File: src/rtl/wb_timer_array.sv
// Multi-channel compare timer with shared prescaler behind a pipelined, never-stalling Wishbone slave.
// Build option TIMER_CAPTURE_EN adds per-channel input capture with its own status/enable bits.
module wb_timer_array #(
   parameter int NUM_CH = 4,
   parameter int WIDTH  = 32,
   parameter int PRE_W  = 16,
   parameter int ADR_W  = 8
) (
   input  logic              clk,
   input  logic              rst_n,
   input  logic              wb_cyc,
   input  logic              wb_stb,
   input  logic              wb_we,
   input  logic [ADR_W-1:0]  wb_adr,
   input  logic [3:0]        wb_sel,
   input  logic [31:0]       wb_dat_i,
   output logic [31:0]       wb_dat_o,
   output logic              wb_ack,
   output logic              wb_err,
   output logic              wb_stall,
   input  logic [NUM_CH-1:0] capture_i,
   output logic              irq
);

`ifdef TIMER_CAPTURE_EN
   localparam int ST_W = 2 * NUM_CH;
`else
   localparam int ST_W = NUM_CH;
`endif

   logic              valid;
   logic              mapped;
   logic              wr;
   logic              tick;
   logic [1:0]        reg_sel;
   int                blk;
   logic [31:0]       lane;
   logic [31:0]       rdata;
   logic [PRE_W-1:0]  prescale;
   logic [PRE_W-1:0]  pre_cnt;
   logic [ST_W-1:0]   irq_status;
   logic [ST_W-1:0]   irq_en;
   logic [NUM_CH-1:0] en;
   logic [NUM_CH-1:0] oneshot;
   logic [WIDTH-1:0]  count   [NUM_CH];
   logic [WIDTH-1:0]  compare [NUM_CH];
   logic              unused_adr;

`ifdef TIMER_CAPTURE_EN
   logic [NUM_CH-1:0] cap_q;
   logic [NUM_CH-1:0] cap_rise;
   logic [WIDTH-1:0]  capture [NUM_CH];
   assign cap_rise = capture_i & ~cap_q;
`else
   logic              unused_capture;
   assign unused_capture = ^capture_i;
`endif

   function automatic logic [31:0] merge(input logic [31:0] old, input logic [31:0] dat,
                                         input logic [31:0] m);
      return (old & ~m) | (dat & m);
   endfunction

   // blk 0 holds the global registers; blk i+1 is channel i.
   assign valid      = wb_cyc & wb_stb;
   assign reg_sel    = wb_adr[3:2];
   assign blk        = int'(wb_adr[ADR_W-1:4]);
   assign lane       = {{8{wb_sel[3]}}, {8{wb_sel[2]}}, {8{wb_sel[1]}}, {8{wb_sel[0]}}};
   assign mapped     = (blk == 0) ? (reg_sel != 2'd3) : (blk <= NUM_CH);
   assign wr         = valid & wb_we & mapped;
   assign tick       = (pre_cnt == prescale);
   assign wb_stall   = 1'b0;
   assign irq        = |(irq_status & irq_en);
   assign unused_adr = ^wb_adr[1:0];

   always_comb begin
      rdata = '0;
      if (blk == 0) begin
         case (reg_sel)
            2'd0:    rdata = 32'(prescale);
            2'd1:    rdata = 32'(irq_status);
            2'd2:    rdata = 32'(irq_en);
            default: rdata = '0;
         endcase
      end
      for (int i = 0; i < NUM_CH; i++) begin
         if (blk == i + 1) begin
            case (reg_sel)
               2'd0:    rdata = {29'd0, oneshot[i], 1'b0, en[i]};
               2'd1:    rdata = 32'(count[i]);
               2'd2:    rdata = 32'(compare[i]);
`ifdef TIMER_CAPTURE_EN
               default: rdata = 32'(capture[i]);
`else
               default: rdata = '0;
`endif
            endcase
         end
      end
   end

   always_ff @(posedge clk or negedge rst_n) begin
      if (!rst_n) begin
         wb_ack     <= 1'b0;
         wb_err     <= 1'b0;
         wb_dat_o   <= '0;
         prescale   <= '0;
         pre_cnt    <= '0;
         irq_status <= '0;
         irq_en     <= '0;
         en         <= '0;
         oneshot    <= '0;
         for (int i = 0; i < NUM_CH; i++) begin
            count[i]   <= '0;
            compare[i] <= '0;
`ifdef TIMER_CAPTURE_EN
            capture[i] <= '0;
`endif
         end
`ifdef TIMER_CAPTURE_EN
         cap_q <= '0;
`endif
      end else begin
         wb_ack   <= valid & mapped;
         wb_err   <= valid & ~mapped;
         wb_dat_o <= (valid & mapped & ~wb_we) ? rdata : '0;

         if (tick || (wr && blk == 0 && reg_sel == 2'd0))
            pre_cnt <= '0;
         else
            pre_cnt <= pre_cnt + 1'b1;

         // W1C sits before the per-channel sets so a same-cycle set survives.
         if (wr && blk == 0) begin
            case (reg_sel)
               2'd0:    prescale   <= PRE_W'(merge(32'(prescale), wb_dat_i, lane));
               2'd1:    irq_status <= irq_status & ~ST_W'(wb_dat_i & lane);
               2'd2:    irq_en     <= ST_W'(merge(32'(irq_en), wb_dat_i, lane));
               default: ;
            endcase
         end

         for (int i = 0; i < NUM_CH; i++) begin
            if (tick && en[i]) begin
               if (count[i] == compare[i]) begin
                  irq_status[i] <= 1'b1;
                  count[i]      <= '0;
                  if (oneshot[i])
                     en[i] <= 1'b0;
               end else begin
                  count[i] <= count[i] + 1'b1;
               end
            end
            // Later assignments win: COUNT write over CLR over tick.
            if (wr && blk == i + 1) begin
               case (reg_sel)
                  2'd0: begin
                     if (wb_sel[0]) begin
                        en[i]      <= wb_dat_i[0];
                        oneshot[i] <= wb_dat_i[2];
                        if (wb_dat_i[1])
                           count[i] <= '0;
                     end
                  end
                  2'd1:    count[i]   <= WIDTH'(merge(32'(count[i]), wb_dat_i, lane));
                  2'd2:    compare[i] <= WIDTH'(merge(32'(compare[i]), wb_dat_i, lane));
                  default: ;
               endcase
            end
`ifdef TIMER_CAPTURE_EN
            if (cap_rise[i]) begin
               capture[i]           <= count[i];
               irq_status[NUM_CH+i] <= 1'b1;
            end
`endif
         end
`ifdef TIMER_CAPTURE_EN
         cap_q <= capture_i;
`endif
      end
   end

endmodule

File: config.mk
export PLATFORM = sky130hd
export DESIGN_NAME = wb_timer_array
export DESIGN_NICKNAME = d
export VERILOG_FILES = /design/src/rtl/wb_timer_array.sv
export SDC_FILE = /design/constraint.sdc
export NUM_CORES = 1
export LEC_CHECK = 0
export BUFFER_PORTS_ARGS = -buffer_cell sky130_fd_sc_hd__buf_2
export CORE_ASPECT_RATIO = 0.8
export CORE_MARGIN = 3
export CORE_UTILIZATION = 35
export DETAILED_ROUTE_END_ITERATION = 7
export GPL_TIMING_DRIVEN = 0
export PLACE_DENSITY_LB_ADDON = 0.1
export SLEW_MARGIN = 20
export SYNTH_ARGS = -nofsm -noshare
export SYNTH_HDL_FRONTEND = slang
export SYNTH_SLANG_ARGS = --single-unit
File: constraint.sdc
create_clock -name clk -period 2.59 [get_ports clk]
set_input_delay 0.6475 -clock clk [delete_from_list [all_inputs] [get_ports clk]]
set_output_delay 0.6475 -clock clk [all_outputs]
set_load 0.02 [all_outputs]
==> summary.txt, run 1 <==
Timing
  • Hold violation total from the final report: 0
  • Endpoints failing setup: 7
  • Final critical-path share of the clock period: 103.3%
  • Unrepaired setup endpoints after global routing: yes
  • Final Max Tran Viols: 0
  • Worst slew pin tran: 1186 ps
  • Total Neg Setup Slack: -358.3 ps
  • Hold WS: 11.17 ps
  • Layout Skew: around 19 ps
  • Period minus WS final: 2676 ps
  • Relative slew slack: 20.93%
  • Final worst slack: -85.60 ps
  • Fmax: 0.3737 GHz

Logic synthesis
  • Netlist cell types: 75
  • Synth top area cells: dfrtp_1 (41%), mux2_2 (8.4%), xor2_1 (5.6%)
  • Synth area leader: dfrtp_1
  • Synth Area in XOR/XNOR: ~7.7%
  • Seq cells post-synth: 338
  • Ys flop type: dfrtp_1
  • Synth async-reset ratio: 100.0%
  • Synth top area share: between 40% and 50%
  • Synthesized area: 0.02073 mm²
  • Post-synth EDFFs: 0
  • Simple-gate share of the synthesized area: between 10% and 20%
  • Largest family of logic cells by synthesized area: compound AO/OA/AOI/OAI gates
  • Synth Area in Adders: less than 1%
  • Mux cell area share after synthesis: 10.06%
  • Post-Syn Instances: about 2,300
  • Synth Area in Compound Gates: 19.33%
  • Net count after synthesis: about 2,300
  • Yosys warning count: 0
  • Mean Syn Cell Area: 9.178 µm²
  • Sequential-to-total area share from yosys stat: around two fifths

Die
  • Initial Utilization: 35.49%
  • Die W: around 280 µm
  • Core Rows: 79
  • DIE HEIGHT: 223.7 µm
  • Core footprint: 0.05842 mm²
  • Die footprint: 0.06221 mm²
  • I/O pins: 89

Global route
  • Number of global-route vias before repair: 19,660
  • Largest net degree at the start of global routing: about 80
  • Grt ovf: 0
  • First-pass GRT wire length: 147,100 µm
  • Initial antenna violation count: 6
  • Gr usage total: 32.83%

Worst hold path
  • Min-Delay Path Class: input port to async pin

Finish
  • Share of cells above drive strength 1: between 20% and 30%
  • ANT cells: 0
  • Final non-filler cell total: 3,201
  • Layout area overhead: 20.65%
  • Nets: approximately 2,500
  • Fill cell count: 5,791
  • Post-route cell area: 0.02501 mm²

Worst setup path
  • CP Capture Type: flop
  • Slowest CP cell: clkbuf_1
  • Critical Path RT: just over 3000 ps
  • Crit-path max FO: 10
  • Worst setup SP type: input port
  • Most used cell along the critical path: clkbuf_1
  • CP max stage delay: 920 ps
  • WS Path Type: input port to flop
  • Worst r2r src: pre_cnt[9]$_DFF_PN0_
  • Crit path buf inv count: 3
  • CP startpoint: wb_sel[1]
  • CP cell instances: buf_2 > clkbuf_1 > clkbuf_1 > o22ai_1 > a21o_1
  • Worst path top cell family by delay: buffers and inverters
  • Arrival time worst endpoint: approximately 3100 ps

Drt
  • Drt first pass iters: 6
  • Vias: 20,600
  • Routed WL: 105,500 µm
  • Avg Vias per Cell: between 6 and 7
  • Remaining antenna violation count: 0
  • Iter 0 DRT Violations: approximately 2,700
  • Routed length per instance: 32.96 µm
  • DRC violations left: 0

CTS
  • CTS tree: built
  • CTS root buf: clkbuf_16
  • Worst skew pair latency: 580 ps
  • Hold buffer count at CTS: 0
  • Clk slew on worst S/H paths: 60 ps
  • H-tree depth: 2
  • CTS Buf Count: 41
  • Max Root-Sink Buffers: 3
  • CTS sink count: between 300 and 400

Place
  • Final HPWL DP: approximately 80,000 µm
  • RePlAce Congestion: 0.9946
  • Placed Cells: 3,106
  • Port bufs: 74
  • Dpl cell area: 0.02221 mm²

Status
  • Failing checks: setup timing
  • Status: finished with violations

Run
  • # Max-Cap Violations: 0

Power and ir drop
  • Maximum vdd drop: 0.4448 mV
  • Leakage power: 10.52 nW
  • Power per cell area: between 600 and 700 mW/mm²
[cell usage after synthesis (all sizes together) (8+ instances only)]
library cell / n
and4: 8
dfrtp: 338
mux2i: 34
a22o: 8
o41ai: 13
xnor2: 49
and3: 38
inv: 32
a21oi: 103
nor4: 51
a32oi: 10
nor3: 40
clkbuf: 146
o2bb2ai: 8
o22ai: 95
nor2: 238
nand3: 98
xor2: 133
a221oi: 19
a22oi: 119
nand2: 142
o21ai: 81
nor2b: 8
nand4: 62
mux2: 155
a21o: 39
a21boi: 9
o211ai: 16
o31ai: 10
buf: 36
or3: 11
and2: 9
[cell families after synthesis]
family / count (synthesis)
other: 1
adder cells (fa/ha/maj): 5
multiplexers: 189
AO/OA/AOI/OAI: 592
AND/OR/NAND/NOR: 737
XOR/XNOR: 182
flip-flops: 338
buffers and inverters: 215
[cell usage in the layout, fill, tap and decap left out, drive strengths merged, types with 8 or more instances in the layout]
cell type / n
a21oi: 103
o2bb2ai: 8
and2: 9
clkinv: 11
mux2: 155
mux2i: 34
nor3: 40
xnor2: 49
dfrtp: 338
o211ai: 16
buf: 182
a22o: 8
a21o: 39
nand4: 62
nor2: 238
nor2b: 8
o41ai: 13
xor2: 133
a21boi: 9
a221oi: 19
o21ai: 81
nand2: 142
o22ai: 95
and4: 8
o31ai: 10
nor4: 51
a22oi: 119
and3: 38
a32oi: 10
inv: 33
or3: 11
clkbuf: 154
nand3: 98
[per-stage QoR]
| step | power (mW) | util (%) | setup WS (ps) |
|---|---|---|---|
| global placement | 9.992 | 37.80 | -6360 |
| finish | 17.35 | 42.82 | -85.60 |
| floorplan | 8.194 | - | -8.374 |
| detailed placement | 10.04 | 38.03 | -1856 |
| CTS | 16.53 | 41.62 | -11.97 |
| global route | 17.87 | 42.82 | -59.99 |
[power breakdown]
group | switching, mW | internal [mW]
Combinational | 2.97 | 1.70
Sequential | 0.868 | 5.65
Clock | 2.53 | 3.63
[final cells by class]
cell class	instances	area [µm²]	share of cell area, %
multi-input cells	1706	12140	48.52
plain buffers	141	829.5	3.316
flip-flops and latches	338	8482	33.91
well taps	769	962.2	3.847
repair buffers	140	1086	4.342
clock inverters	17	193.9	0.7753
clock buffers	57	1199	4.792
inverters	33	123.9	0.4952
[path summary, 6_finish.rpt]
check                      depth (start not counted)                     to  slack (ps)
max in group asynchronous                          4    count[29]$_DFF_PN0_        1040
max                                                5    count[40]$_DFF_PN0_         -90
min in group clk                                   2                   flop         450
min reg2reg                                        1   pre_cnt[0]$_DFF_PN0_         530
min                                                1  pre_cnt[11]$_DFF_PN0_          10
max reg2reg                                        8    count[64]$_DFF_PN0_          20
[layer usage]
layer  vias up  track usage, %  share of wire, %
met5         -               0                 0
met4         0           11.78               4.4
met3       267           8.721                11
met2      1291           47.89                42
met1     10400           46.77                42
li1       8643               -                 -
[repair_timing]
item	in CTS	in global routing
gates resized for setup	160	143
pin swaps	17	32
cloned	0	4
endpoints found under the setup margin	324	207
setup buffers	27	31
No activity file was read; power rests on OpenSTA's default activity.
==> run 2: changes to the inputs <==
--- a/config.mk
+++ b/config.mk
@@ -5,6 +5,7 @@
 export SDC_FILE = /design/constraint.sdc
 export NUM_CORES = 1
 export LEC_CHECK = 0
+export ABC_AREA = 1
 export BUFFER_PORTS_ARGS = -buffer_cell sky130_fd_sc_hd__buf_2
 export CORE_ASPECT_RATIO = 0.8
 export CORE_MARGIN = 3
==> run 2 against run 1 <==
The run still ends with setup timing left. Non-clock buffer count shrank 45. Worst setup slack improved by 18 ps. Synthesized cell count is 56% higher. Clock skew is 19 ps higher. Clock power grew 6.7%. Flip-flop and latch count unchanged. Critical endpoint is now wb_dat_o[20]$_DFF_PN0_. Die area rose by 10%. Hold slack gained 340 ps. First-iteration DRC count grew 29%.
==> summary.txt, run 2 <==
Worst setup path
  • CP Capture Type: flop
  • Worst setup SP type: input port
  • WS Path Type: input port to flop
  • Arrival time worst endpoint: 3090 ps (-50 ps)
  • Crit-path max FO: 10 (unchanged)
  • Critical Path RT: 3030 ps (-30 ps)

Place
  • RePlAce Congestion: 1.015 (+2.1%)
  • Port bufs: 80 (+8.1%)
  • Final HPWL DP: 98,580 µm (+23%)

Die
  • I/O pins: 89 (unchanged)
  • Core footprint: 0.06449 mm² (+10%)
  • Initial Utilization: 35.54% (+0.045 points)
  • Die footprint: 0.06860 mm² (+10%)
  • Die W: 292.1 µm (+5.0%)
  • Core Rows: 83 (+5.1%)
  • DIE HEIGHT: 234.9 µm (+5.0%)

Logic synthesis
  • Synth cell count leaders: nand2_1 (1,305), dfrtp_1 (338), inv_1 (333), nor2_1 (266), o21ai_0 (259)
  • Most common cell in the netlist: nand2_1
  • Mean Syn Cell Area: 6.492 µm² (-29%)
  • Synth top area cells: dfrtp_1 (37%), nand2_1 (21%), o21ai_0 (5.7%)
  • Synth async-reset ratio: 100.0% (unchanged)
  • Post-Syn Instances: 3,530 (+56%)
  • Net count after synthesis: 3,588 (+55%)
  • Ys flop type: dfrtp_1
  • Post-synth EDFFs: 0 (unchanged)
  • Seq cells post-synth: 338 (unchanged)
  • Synthesized area: 0.02292 mm² (+11%)
  • Yosys warning count: 0 (unchanged)
  • Sequential-to-total area share from yosys stat: 36.91% (-3.9 points)
  • Synth top area share: 36.91% (-3.9 points)
  • Netlist cell types: 41 (-45%)
  • Synth area leader: dfrtp_1

Power and ir drop
  • Maximum vdd drop: 0.3697 mV (-17%)
  • Power per cell area: 509.4 mW/mm² (-27%)
  • Leakage power: 11.79 nW (+12%)
  • Total power draw: 13.49 mW (-22%)

Finish
  • Nets: 3,720 (+51%)
  • Most common cell after layout, fill and taps aside: nand2_1
  • Fill cell count: 7,030 (+21%)
  • Commonest non-fill, non-tap cells in the layout: nand2_1 (1,287), dfrtp_1 (338), inv_1 (333), o21ai_0 (252), nor2_1 (247)
  • Layout area overhead: 15.53%
  • Share of cells above drive strength 1: 9.285% (-15 points)
  • Final Util: 41.05% (-1.8 points)

Run
  • # Max-Cap Violations: 0 (unchanged)

CTS
  • CTS root buf: clkbuf_16
  • H-tree depth: 2 (unchanged)
  • CTS sink count: 338 (unchanged)
  • Worst skew pair latency: 600 ps (+20 ps)
  • CTS tree: built
  • CTS Buf Count: 42 (+2.4%)
  • Clk slew on worst S/H paths: 60 ps (about the same)
  • Max Root-Sink Buffers: 3 (unchanged)

Timing
  • Period minus WS final: 2658 ps (-17.63 ps)
  • Final worst slack: -67.97 ps (+17.63 ps)
  • Hold violation total from the final report: 0 (unchanged)
  • Final Max Tran Viols: 0 (unchanged)
  • Worst slew pin tran: 1237 ps (+51.44 ps)
  • Hold WS: 350.9 ps (+339.7 ps)
  • Fmax: 0.3762 GHz (+0.66%)
  • Relative slew slack: 17.50% (-3.4 points)
  • Endpoints failing setup: 11 (+4)
  • Layout Skew: 37.39 ps (+18.72 ps)
  • Final critical-path share of the clock period: 102.6% (-0.68 points)

Drt
  • DRC violations left: 0 (unchanged)
  • Avg Vias per Cell: 5.731 (-11%)
  • Remaining antenna violation count: 0 (unchanged)
  • Vias: 26,060 (+27%)
  • Routed length per instance: 27.78 µm (-16%)
  • Iter 0 DRT Violations: 3,498 (+29%)
  • Routed WL: 126,300 µm (+20%)
  • Drt first pass iters: 6 (unchanged)

Worst hold path
  • Min-Delay Path Class: input port to flop

Global route
  • Initial antenna violation count: 7 (+1)
  • Number of global-route vias before repair: 23,860 (+21%)
  • First-pass GRT wire length: 177,800 µm (+21%)
  • Grt ovf: 0 (unchanged)
  • Gr usage total: 35.96% (+3.1 points)
  • Largest net degree at the start of global routing: 78 (-1.3%)

Status
  • Failing checks: setup timing
  • Status: finished with violations
run 2: report_power, final:
| part | switching, mW | internal (mW) |
|---|---|---|
| Sequential | 0.154 | 5.40 |
| Combinational | 1.06 | 0.311 |
| Clock | 2.72 | 3.85 |
run 2: layout make-up:
cell class	count	area [µm²]	share of cell area, %
multi-input combinational	2687	12780	48.29
sequential	338	8458	31.95
inverter	357	1343	5.071
clock buffer	52	1172	4.428
tap	850	1064	4.017
buffer	141	693.2	2.618
timing repair buffer	95	645.6	2.439
clock inverter	24	310.3	1.172
antenna	2	5.005	0.01890
run 2: what timing repair did:
action / in CTS / in global routing
gates resized for setup: 83 / 95
setup buffers: 8 / 2
pin swaps: 4 / 3
endpoints found under the setup margin: 300 / 258
hold endpoints to repair: 10 / 0
hold buffers: 1 / 0
run 2: final timing paths:
check	startpoint	end	slack [ps]	depth (start not counted)
max reg2reg	count[59]$_DFF_PN0_	count[59]$_DFF_PN0_	110	12
min reg2reg	oneshot[0]$_DFFE_PN0P_	oneshot[0]$_DFFE_PN0P_	490	2
max in group asynchronous	rst_n	async pin	790	4
min	wb_dat_i[1]	flop	350	2
max	wb_adr[3]	wb_dat_o[20]$_DFF_PN0_	-70	9
min in group asynchronous	rst_n	count[101]$_DFF_PN0_	560	2
run 2: critical path: stages:
cell and delay (ps):
buf_4 270, inv_2 80, nand2_1 130, clkbuf_2 400, buf_2 350, buf_2 430
o22ai_1 170, o21ai_1 450, a21oi_1 150
run 2: kinds of logic after synthesis:
logic type | synth area share (%)
buffers and inverters | 8.473
flip-flops | 36.91
other | 0.01636
XOR/XNOR | 4.280
multiplexers | 0.09281
AO/OA/AOI/OAI | 15.30
adder cells (fa/ha/maj) | 0.2730
AND/OR/NAND/NOR | 34.66
run 2: through the flow:
stage | instances | setup TNS (ps) | area (µm²) | setup slack [ps]
after floorplan | 3530 | 0 | 22920 | 427.6
after global placement | 4460 | -2471240 | 24380 | -6501
after detailed placement | 4464 | -292130 | 24500 | -1564
after CTS | 4548 | 0 | 26280 | 7.142
after global routing | 4544 | -14.72 | 26470 | -10.10
final | 4546 | -432.3 | 26480 | -67.97
run 2: layer usage:
layer,up-vias,track usage [%],wire length [µm]
li1,11760,-,-
met5,-,0,38
met3,293,9.233,14390
met2,1551,50.42,50590
met4,6,15.25,6174
met1,12450,51.98,55070
